<file path="config.mk">
export PLATFORM = sky130hd
export DESIGN_NAME = imm_gen_pipe
export DESIGN_NICKNAME = d
export VERILOG_FILES = /design/src/rtl/imm_gen_pipe.sv
export SDC_FILE = /design/constraint.sdc
export NUM_CORES = 1
export LEC_CHECK = 0
export CORE_ASPECT_RATIO = 0.7
export CORE_MARGIN = 1.5
export CORE_UTILIZATION = 55
export CTS_CLUSTER_SIZE = 20
export DETAILED_ROUTE_END_ITERATION = 10
export GPL_TIMING_DRIVEN = 0
export PLACE_DENSITY = 0.95
export SLEW_MARGIN = 20
export SYNTH_ARGS = -nofsm -noshare
export SYNTH_HDL_FRONTEND = slang
export SYNTH_SLANG_ARGS = --single-unit
</file>
<file path="constraint.sdc">
create_clock -name clk -period 4 [get_ports clk]
set_input_delay 0.8 -clock clk [delete_from_list [all_inputs] [get_ports clk]]
set_output_delay 0.8 -clock clk [all_outputs]
set_load 0.03 [all_outputs]
</file>
<file path="src/rtl/imm_gen_pipe.sv">
// imm_gen_pipe: pipelined immediate generator with a 2-entry skid buffer, illegal flag and error counter
module imm_gen_pipe #(
  parameter int XLEN  = 32,
  parameter int TAG_W = 8,
  parameter int CNT_W = 8
) (
  input  logic             clk,
  input  logic             reset_n,
  input  logic             in_valid,
  output logic             in_ready,
  input  logic [24:0]      in_instr,
  input  logic [2:0]       in_imm_src,
  input  logic [TAG_W-1:0] in_tag,
  output logic             out_valid,
  input  logic             out_ready,
  output logic [XLEN-1:0]  out_imm,
  output logic [TAG_W-1:0] out_tag,
  output logic             out_illegal,
  output logic [CNT_W-1:0] err_count
);
  logic [31:7] i;
  logic [31:0] raw;
  logic sx, ill;
  logic [XLEN-1:0] imm;
  assign i = in_instr;
  // Formats are first assembled as 32-bit values; sign formats then extend from bit 31 to XLEN.
  always_comb begin
    raw = '0;
    sx = 1'b1;
    ill = 1'b0;
    case (in_imm_src)
      3'd0: raw = {{20{i[31]}}, i[31:20]};
      3'd1: raw = {{20{i[31]}}, i[31:25], i[11:7]};
      3'd2: raw = {{19{i[31]}}, i[31], i[7], i[30:25], i[11:8], 1'b0};
      3'd3: raw = {{11{i[31]}}, i[31], i[19:12], i[20], i[30:21], 1'b0};
      3'd4: raw = {i[31:12], 12'b0};
      3'd5: begin
        raw = {27'b0, i[19:15]};
        sx = 1'b0;
      end
      3'd6: begin
        raw = XLEN == 64 ? {26'b0, i[25:20]} : {27'b0, i[24:20]};
        sx = 1'b0;
        ill = XLEN != 64 && i[25];
      end
      default: ill = 1'b1;
    endcase
    imm = ill ? '0 : sx ? XLEN'($signed(raw)) : XLEN'(raw);
  end
  logic             out_valid_q, out_valid_d, skid_valid_q, skid_valid_d;
  logic [XLEN-1:0]  out_imm_q, out_imm_d, skid_imm_q, skid_imm_d;
  logic [TAG_W-1:0] out_tag_q, out_tag_d, skid_tag_q, skid_tag_d;
  logic             out_ill_q, out_ill_d, skid_ill_q, skid_ill_d;
  logic [CNT_W-1:0] err_q, err_d;
  logic accept, consume, load_out, load_skid;
  always_comb begin
    accept = in_valid && !skid_valid_q;
    consume = out_valid_q && out_ready;
    load_out = skid_valid_q ? consume : accept && (!out_valid_q || consume);
    load_skid = accept && out_valid_q && !consume;
    out_valid_d = skid_valid_q || (out_valid_q && !consume) || accept;
    skid_valid_d = skid_valid_q ? !consume : load_skid;
    out_imm_d = !load_out ? out_imm_q : skid_valid_q ? skid_imm_q : imm;
    out_tag_d = !load_out ? out_tag_q : skid_valid_q ? skid_tag_q : in_tag;
    out_ill_d = !load_out ? out_ill_q : skid_valid_q ? skid_ill_q : ill;
    skid_imm_d = load_skid ? imm : skid_imm_q;
    skid_tag_d = load_skid ? in_tag : skid_tag_q;
    skid_ill_d = load_skid ? ill : skid_ill_q;
    err_d = accept && ill && err_q != '1 ? err_q + 1'b1 : err_q;
  end
  always_ff @(posedge clk or negedge reset_n) begin
    if (!reset_n) begin
      out_valid_q <= 1'b0;
      skid_valid_q <= 1'b0;
      out_imm_q <= '0;
      out_tag_q <= '0;
      out_ill_q <= 1'b0;
      skid_imm_q <= '0;
      skid_tag_q <= '0;
      skid_ill_q <= 1'b0;
      err_q <= '0;
    end else begin
      out_valid_q <= out_valid_d;
      skid_valid_q <= skid_valid_d;
      out_imm_q <= out_imm_d;
      out_tag_q <= out_tag_d;
      out_ill_q <= out_ill_d;
      skid_imm_q <= skid_imm_d;
      skid_tag_q <= skid_tag_d;
      skid_ill_q <= skid_ill_d;
      err_q <= err_d;
    end
  end
  assign in_ready = !skid_valid_q;
  assign out_valid = out_valid_q;
  assign out_imm = out_imm_q;
  assign out_tag = out_tag_q;
  assign out_illegal = out_ill_q;
  assign err_count = err_q;
endmodule

</file>
==> flow_summary.yaml, run 1 <==
logic_synthesis:
  yosys-top-cells-area: "dfrtp_1, nand2_1, o21ai_0"
  synth.top_cell.area_share_pct: 52.2
  ys_types: 42
  async_flop_share_pct: 100
  synth-edff-count: 0
  ys_seq_area_share_pct: 52.2
  yosys_warnings: 0
  synth_area_leader_cell: "dfrtp_1"
  syn_area_per_cell_um2: 9.68
  yosysMostFrequentCell: "nand2_1"
  ys.flop_type: "dfrtp_1"
  ys_top_cells_by_count: "nand2_1, dfrtp_1, o21ai_0, a21oi_1, mux2i_1"
  syn_nets: 497
  syn_inst: 456
  synth_area_mm2: 0.00441
  synth.ff_latch_count: 92
setup_path:
  required_ns: 3.20
  rrSetupSlack_ns: 2.17
  endpoint: "in_ready"
  crit_buf_inv: 3
  path_depth: 3
  critPathCaptureType: "output port"
  crit_path_start: "skid_valid_q$_DFF_PN0_"
  critical-path-slowest-cell: "clkdlybuf4s50_1"
  reg2reg_depth: 5
  crit_type: "reg2out"
  worstReg2RegStart: "skid_valid_q$_DFF_PN0_"
  r2r-end: "out_imm[10]$_DFFE_PN0P_"
  cp_cell_sequence: "buf_4 -> clkinv_1 -> clkdlybuf4s50_1"
  path_max_fanout: 10
  cp_data_arrival_time_ns: 1.90
  cp_top_family: "buffers and inverters"
  worstSetupStartpointType: "register"
  max_stage_delay_ns: 0.68
placed_design:
  placed_area_mm2: 0.00545
  dp_hpwl_um: 8910
  place.port_buffers: 88
  gp_congestion: 0.892
floorplan:
  num_rows: 27
  die-height_um: 78.0
  start_util_pct: 56.3
  die_w_um: 110
  die-area_mm2: 0.00858
  core_mm2: 0.00784
  io-pin-count: 91
final_layout:
  area_growth_pct: 30.5
  insertedDiodeCount: 0
  nets: 597
  fin_area_mm2: 0.00576
  drive_gt1_share_pct: 10.9
clocking:
  cts_sinks: 92
  clockBufferDepth: 2
  cts.hold.buffers_added: 0
  clk_pin_slew_worst_paths_ns: 0.07
  cts_max_level: 3
  clk_latency_ns: 0.35
  cts_resized: 0
  root_buffer: "clkbuf_16"
  cts_tree: "yes"
  cts_buffers: 9
  cts_post_setup_buffers_inserted: 0
timing:
  tightestPinTransition_ns: 0.880
  fin_skew_ns: 0.00763
  hold_violations: 0
  fmax_mhz: 370
  setup_viol: 0
  min_period_over_period_pct: 67.5
  slew_violations: 0
  rsz0062_at_grt: "no"
  period_needed_ns: 2.70
  relSlewSlack_pct: 41.0
route:
  wirelength_um: 12700
  vias_per_cell: 6.21
  via_count: 4111
  drc: 0
  drt_pass1_iterations: 6
  antenna_left: 0
  wl_per_cell_um: 19.2
  drt_iter0_markers: 389
pwr:
  p_leak_uw: 0.00252
  ir_worst_vdd_v: 0.000331
  finalPower_uw: 3220
  pwr-share-seq_pct: 40.2
  clockPowerShare_pct: 27.5
  combPwrFrac_pct: 32.4
  p_per_area_mw_per_mm2: 559
  p_int_uw: 2100
  sw_frac_of_total_pct: 34.8
  switchingPower_uw: 1120
grt:
  overflow: 0
  grt.total_usage_pct: 31.9
  grt_pass1_vias: 4208
  grt_start_max_net_pins: 57
  grt_first_pass_wirelength_um: 20700
  antenna_found_initial: 0
worst_hold_path:
  hp-class: "in2async"
outcome:
  status: "finished, final reports clean"
job:
  drv_cap: 0
## cell usage in the layout (no fill, tap or decap), drive strengths merged, types with 6 or more instances in the layout
| cell | count |
|---|---|
| clkdlybuf4s50 | 87 |
| nand2 | 97 |
| o22a | 8 |
| nor2 | 15 |
| mux2 | 15 |
| nand3 | 16 |
| clkbuf | 25 |
| o21ai | 53 |
| o211ai | 11 |
| nor2b | 6 |
| a21oi | 28 |
| dfrtp | 92 |
| mux2i | 19 |
| nand2b | 9 |
| and3 | 6 |
| buf | 22 |
| a31oi | 10 |
## cell type report
| class | instances | area, um^2 |
|---|---|---|
| Buffer | 34 | 178 |
| Clock buffer | 11 | 253 |
| Clock inverter | 5 | 60.1 |
| Fill cell | 540 | 2080 |
| Inverter | 3 | 11.3 |
| Multi-Input combinational cell | 327 | 1920 |
| Sequential cell | 92 | 2300 |
| Tap cell | 101 | 126 |
| Timing Repair Buffer | 89 | 906 |
## stage by stage
| stage | util, % | hold WS [ns] | setup TNS [ns] | setup WS [ns] | instances |
|---|---|---|---|---|---|
| 6_report | 73.5 | 0.421 | 0 | 1.30 | 662 |
| 5_1_grt | 73.5 | 0.456 | 0 | 1.24 | 662 |
| 4_1_cts | 73.5 | 0.442 | 0 | 1.32 | 662 |
| 3_5_place_dp | 69.5 | 0.463 | 0 | 1.36 | 646 |
| 3_3_place_gp | 69.2 | 0.458 | -98.62 | -1.08 | 645 |
| 2_1_floorplan | - | 0.444 | 0 | 1.99 | 456 |
## worst min path at each step
stage	end	slack, ns	start
after CTS	out_imm[12]$_DFFE_PN0P_	0.44	reset_n
after global routing	out_imm[12]$_DFFE_PN0P_	0.46	reset_n
final	out_imm[12]$_DFFE_PN0P_	0.42	reset_n
after detailed placement	skid_tag_q[6]$_DFFE_PN0P_	0.46	skid_tag_q[6]$_DFFE_PN0P_
after floorplan	skid_imm_q[11]$_DFFE_PN0P_	0.44	skid_imm_q[11]$_DFFE_PN0P_
after global placement	skid_imm_q[31]$_DFFE_PN0P_	0.46	skid_imm_q[31]$_DFFE_PN0P_
## flip-flops by register name, summed over array words and instances (netlist names)
signal / flops
out_illegal: 1
out_valid: 1
out_tag: 8
out_imm: 32
err_count: 8
skid_tag_q: 8
skid_valid_q: 1
skid_ill_q: 1
skid_imm_q: 32
## routing by layer
layer / vias up / share of wire (%) / global-route usage, %
met1: 1972 / 40 / 42.5
met2: 270 / 46 / 49.3
met5: - / 0 / 0
met3: 56 / 10 / 7.82
li1: 1813 / - / -
met4: 0 / 3.6 / 14.2
## cells by family after synthesis
group	after synthesis	share of synthesized area, %
flops	92	52.2
compound gates	129	18.0
fa+ha+maj	1	0.283
mux	34	8.13
xor+xnor	4	0.964
buf+inv	37	4.28
simple gates	159	16.2
## power by group through the flow
stage               sequential (uW)  combinational (uW)  clock, uW
finish                         1290                1040        884
global route                   1320                1110        926
CTS                            1290                1040        882
detailed placement             1300                1030          0
global placement               1290                 990          0
floorplan                      1520                 350          0
(Power assumes the default switching activity.)
==> run 2, diff against run 1 <==
--- a/config.mk
+++ b/config.mk
@@ -7,11 +7,11 @@
 export LEC_CHECK = 0
 export CORE_ASPECT_RATIO = 0.7
 export CORE_MARGIN = 1.5
-export CORE_UTILIZATION = 55
+export CORE_UTILIZATION = 51
 export CTS_CLUSTER_SIZE = 20
 export DETAILED_ROUTE_END_ITERATION = 10
 export GPL_TIMING_DRIVEN = 0
-export PLACE_DENSITY = 0.95
+export PLACE_DENSITY = 0.92
 export SLEW_MARGIN = 20
 export SYNTH_ARGS = -nofsm -noshare
 export SYNTH_HDL_FRONTEND = slang
==> constraint.sdc (replaced) <==
create_clock -name clk -period 2.5 [get_ports clk]
set_input_delay 0.5 -clock clk [delete_from_list [all_inputs] [get_ports clk]]
set_output_delay 0.5 -clock clk [all_outputs]
set_load 0.03 [all_outputs]
==> run 2 against run 1 <==
Net effect:
- via count is 0.85% lower
- non-clock buffer count stayed put
- sequential share of layout area hardly changed
- largest power group unchanged
- critical endpoint unchanged
- die area is 7.6% higher
- final cell count is 0.60% higher
- global-route usage is 3.1 points lower
- critical path type unchanged
- wire length is 0.69% lower
==> flow_summary.yaml, run 2 (synthesis gave the netlist of run 1 again) <==
timing:
  setup_viol: 0
  period_needed_ns: 2.38
  rsz0062_at_grt: "no"
  tightestPinTransition_ns: 0.752
  whs_ns: 0.0959
  fin_skew_ns: 0.00703
  setup_tns_ns: 0
  hold_violations: 0
  min_period_over_period_pct: 95.3
  relSlewSlack_pct: 49.6
  finalWorstSetupSlack_ns: 0.117
  slew_violations: 0
  fmax_mhz: 420
setup_path:
  reg2reg_depth: 4
  worstSetupStartpointType: "register"
  critPathCaptureType: "output port"
  cp_data_arrival_time_ns: 1.88
  r2r-end: "out_illegal$_DFFE_PN0P_"
  path_max_fanout: 10
  worstReg2RegStart: "skid_valid_q$_DFF_PN0_"
  required_ns: 2.00
  max_stage_delay_ns: 0.68
  critical-path-slowest-cell: "clkdlybuf4s50_1"
  rrSetupSlack_ns: 0.65
  cp_cell_sequence: "buf_4 -> clkinv_1 -> clkdlybuf4s50_1"
  crit_type: "reg2out"
clocking:
  root_buffer: "clkbuf_16"
  cts.hold.buffers_added: 0
  cts_max_level: 3
  cts_resized: 0
  cts_post_setup_buffers_inserted: 0
  cts_sinks: 92
  clk_latency_ns: 0.34
  clockBufferDepth: 2
  cts_tree: "yes"
  clk_pin_slew_worst_paths_ns: 0.06
  cts_buffers: 9
job:
  drv_cap: 0
route:
  vias_per_cell: 6.12
  drt_pass1_iterations: 5
  drc: 0
  wl_per_cell_um: 19.0
  via_count: 4076
  wirelength_um: 12600
  drt_iter0_markers: 385
  antenna_left: 0
final_layout:
  layout_commonest_cell: "nand2_1"
  fin_util_pct: 68.4
  insertedDiodeCount: 0
  final_cells: 666
  drive_gt1_share_pct: 10.7
  final_cell_mix: "nand2_1, dfrtp_1, clkdlybuf4s50_1"
  area_growth_pct: 30.3
  nets: 597
floorplan:
  start_util_pct: 52.5
  die_w_um: 114
  die-height_um: 80.8
  io-pin-count: 91
  num_rows: 28
  die-area_mm2: 0.00923
  core_mm2: 0.00841
pwr:
  combPwrFrac_pct: 32.5
  p_int_uw: 3330
  ir_worst_vdd_v: 0.000494
  p_per_area_mw_per_mm2: 889
  sw_frac_of_total_pct: 34.9
  pwr-share-seq_pct: 40.4
  switchingPower_uw: 1790
  p_leak_uw: 0.00252
  clockPowerShare_pct: 27.0
worst_hold_path:
  hp-class: "in2async"
outcome:
  status: "finished, final reports clean"
grt:
  overflow: 0
  antenna_found_initial: 0
  grt_first_pass_wirelength_um: 20300
  grt_pass1_vias: 3975
  grt.total_usage_pct: 28.8
  grt_start_max_net_pins: 61
placed_design:
  post-place-ws_ns: 0.177
  place.port_buffers: 88
  gp_congestion: 0.914
  dp_hpwl_um: 8810
  place_inst: 650
[run 2: cell types whose count changed in the layout (fill, tap and decap cells not counted), sizes merged]
cell,delta
clkinvlp,+1
clkinv,-2
inv,+1
[run 2: per-stage QoR]
| stage | instance area, um^2 | power [uW] |
|---|---|---|
| 3_3_place_gp | 5430 | 3650 |
| 4_1_cts | 5750 | 5100 |
| 3_5_place_dp | 5450 | 3730 |
| 5_1_grt | 5750 | 5330 |
| 2_1_floorplan | 4410 | 3000 |
| 6_report | 5750 | 5110 |
[run 2: layout make-up]
| cell class | count | area, um^2 |
|---|---|---|
| Fill cell | 608 | 2660 |
| Sequential cell | 92 | 2300 |
| Multi-Input combinational cell | 327 | 1920 |
| Timing Repair Buffer | 89 | 906 |
| Clock buffer | 11 | 243 |
| Buffer | 34 | 178 |
| Tap cell | 105 | 131 |
| Clock inverter | 5 | 58.8 |
| Inverter | 3 | 11.3 |
[run 2: power groups by stage]
stage          clock network (uW)  registers, uW  logic (uW)
2_1_floorplan                   0           2440         561
3_3_place_gp                    0           2060        1580
3_5_place_dp                    0           2080        1640
4_1_cts                      1380           2060        1660
5_1_grt                      1450           2110        1770
6_report                     1380           2070        1660
[run 2: worst max path at each step]
| stage | cells past startpoint | slack, ns | start | endpoint |
|---|---|---|---|---|
| finish | 3 | 0.12 | skid_valid_q$_DFF_PN0_ | in_ready |
| global route | 3 | 0.06 | skid_valid_q$_DFF_PN0_ | in_ready |
| CTS | 3 | 0.15 | skid_valid_q$_DFF_PN0_ | in_ready |
| detailed placement | 6 | 0.18 | in_valid | skid_imm_q[29]$_DFFE_PN0P_ |
| global placement | 1 | -2.29 | reset_n | err_count[4]$_DFFE_PN0P_ |
| floorplan | 4 | 0.76 | err_count[0]$_DFFE_PN0P_ | err_count[1]$_DFFE_PN0P_ |
[run 2: layer usage]
metal | GRT usage (%) | vias up | part of all wire [%] | wire length, um
met5 | 0 | - | 0 | 0
met4 | 10.1 | 0 | 2.4 | 301
met3 | 8.13 | 40 | 9.0 | 1130
met2 | 46.6 | 225 | 48 | 6010
met1 | 37.8 | 2003 | 41 | 5180
li1 | - | 1808 | - | -
[run 2: worst max-delay path: cells and delay by family (launching register included)]
| kind | cells | cell delay, ns |
|---|---|---|
| buffers and inverters | 3 | 1.15 |
| flip-flops | 1 | 0.38 |
==> run 3, diff against run 2 <==
--- a/config.mk
+++ b/config.mk
@@ -11,7 +11,8 @@
 export CTS_CLUSTER_SIZE = 20
 export DETAILED_ROUTE_END_ITERATION = 10
 export GPL_TIMING_DRIVEN = 0
-export PLACE_DENSITY = 0.92
+export HOLD_SLACK_MARGIN = 0.02
+export PLACE_DENSITY_LB_ADDON = 0.08
 export SLEW_MARGIN = 20
 export SYNTH_ARGS = -nofsm -noshare
 export SYNTH_HDL_FRONTEND = slang
==> run 3 against run 2 <==
Net effect:
- global-route usage decreased by 1.9 points
- clock power grew 9%
- total power up 1.6%
- via count down 4.4%
- highest routed layer unchanged
- register-to-register slack about the same
- combinational power about the same
- sequential power barely moved
- hold slack improved by 0.38 ns
- final cell count up 0.15%
==> flow_summary.yaml, run 3 (synthesis gave the netlist of run 1 again) <==
outcome:
  status: "finished, final reports clean"
pwr:
  clockPowerShare_pct: 28.8
  switchingPower_uw: 1730
  p_int_uw: 3460
  p_per_area_mw_per_mm2: 896
  ir_worst_vdd_v: 0.000542
  p_leak_uw: 0.00254
  pwr-share-seq_pct: 39.5
  combPwrFrac_pct: 31.7
  sw_frac_of_total_pct: 33.4
final_layout:
  insertedDiodeCount: 0
  final-seq-area_mm2: 0.00230
  nets: 598
  layout_commonest_cell: "nand2_1"
  fillers: 668
  multi_input_comb_area_mm2: 0.00192
  drive_gt1_share_pct: 10.5
  final_cell_mix: "nand2_1, dfrtp_1, clkdlybuf4s50_1"
  area_growth_pct: 31.3
route:
  drt_pass1_iterations: 5
  drt_iter0_markers: 331
  wl_per_cell_um: 17.6
  wirelength_um: 11700
  via_count: 3896
  antenna_left: 0
  vias_per_cell: 5.84
  drc: 0
worst_hold_path:
  hp-class: "reg2reg"
  hold_end: "skid_imm_q[31]$_DFFE_PN0P_"
  min_from: "skid_imm_q[31]$_DFFE_PN0P_"
  whs_path_depth: 2
clocking:
  clk_latency_ns: 0.35
  cts_resized: 0
  cts_sinks: 92
  root_buffer: "clkbuf_16"
  clk_pin_slew_worst_paths_ns: 0.06
  cts_tree: "yes"
  cts_post_setup_buffers_inserted: 0
  cts_buffers: 9
  cts_max_level: 3
  clockBufferDepth: 2
placed_design:
  gp_congestion: 0.843
  place.port_buffers: 88
  dp_hpwl_um: 8350
  post-place-ws_ns: 0.151
timing:
  min_period_over_period_pct: 95.5
  tightestPinTransition_ns: 0.720
  fin_skew_ns: 0.00760
  finalWorstSetupSlack_ns: 0.113
  setup_viol: 0
  fmax_mhz: 419
  setup_tns_ns: 0
  period_needed_ns: 2.39
  relSlewSlack_pct: 51.7
  hold_violations: 0
  rsz0062_at_grt: "no"
  slew_violations: 0
setup_path:
  reg2reg_depth: 5
  cp_data_arrival_time_ns: 1.89
  cp_top_family: "buffers and inverters"
  cp_cell_sequence: "buf_4 -> clkinv_1 -> clkdlybuf4s50_1"
  r2r-end: "out_imm[16]$_DFFE_PN0P_"
  crit_buf_inv: 3
  critical-path-slowest-cell: "clkdlybuf4s50_1"
  max_stage_delay_ns: 0.69
  required_ns: 2.00
  critPathCaptureType: "output port"
  path_max_fanout: 10
  worstSetupStartpointType: "register"
  crit_type: "reg2out"
  worstReg2RegStart: "skid_valid_q$_DFF_PN0_"
  rrSetupSlack_ns: 0.66
grt:
  grt_pass1_vias: 3758
  antenna_found_initial: 0
  grt_first_pass_wirelength_um: 19000
  grt.total_usage_pct: 26.9
  overflow: 0
  grt_start_max_net_pins: 77
floorplan:
  die_w_um: 114
  die-area_mm2: 0.00923
  num_rows: 28
  io-pin-count: 91
  start_util_pct: 52.5
  core_mm2: 0.00841
  die-height_um: 80.8
job:
  drv_cap: 0
[run 3: changes by cell type in the layout (fill, tap and decap cells not counted), sizes merged]
cell | before | now
clkbuf | 25 | 27
dlygate4sd3 | 0 | 1
inv | 3 | 2
clkinvlp | 2 | 0
bufinv | 1 | 2
[run 3: power groups by stage]
stage / sequential [uW] / clock (uW) / combinational, uW
floorplan: 2440 / 0 / 561
global placement: 2060 / 0 / 1600
detailed placement: 2070 / 0 / 1640
CTS: 2050 / 1510 / 1650
global route: 2100 / 1570 / 1780
finish: 2050 / 1500 / 1650
[run 3: how the worst max path moves through the flow]
stage | to | startpoint | cells past startpoint
floorplan | err_count[1]$_DFFE_PN0P_ | err_count[0]$_DFFE_PN0P_ | 4
global placement | out_imm[23]$_DFFE_PN0P_ | reset_n | 1
detailed placement | out_imm[4]$_DFFE_PN0P_ | out_ready | 5
CTS | in_ready | skid_valid_q$_DFF_PN0_ | 3
global route | in_ready | skid_valid_q$_DFF_PN0_ | 3
finish | in_ready | skid_valid_q$_DFF_PN0_ | 3
[run 3: metrics by stage]
stage                     hold slack [ns]  util, %  cell area [um^2]  power [uW]  cells
after CTS                           0.478     68.9              5790        5210    667
after global routing                0.511     68.9              5790        5440    667
after floorplan                     0.204        -              4410        3000    456
after global placement              0.458     64.5              5430        3650    649
after detailed placement            0.344     64.9              5460        3720    650
final                               0.478     68.9              5790        5190    667
[run 3: cell type report]
cell class,count,area share (%)
flip-flops and latches,92,39.7
multi-input cells,327,33.2
repair buffers,90,15.9
clock buffers,13,4.49
plain buffers,34,3.07
well taps,105,2.27
clock inverters,3,1.19
inverters,3,0.194
[run 3: repair_timing]
item                                   CTS  global route
setup endpoints to repair                0             0
hold buffers                             1             0
endpoints found under the hold margin   16             0
[run 3: worst min-delay path, cell delays in order (launching register included)]
cell	delay [ns]
dfrtp_1	0.34
nand2_1	0.05
nand2_1	0.06
[run 3: per-layer routing]
layer	track usage [%]	routed length [um]	up-vias
met2	41.6	5340	155
met5	0	0	-
li1	-	-	1813
met1	37.7	5350	1906
met4	8.13	194	0
met3	6.79	844	22
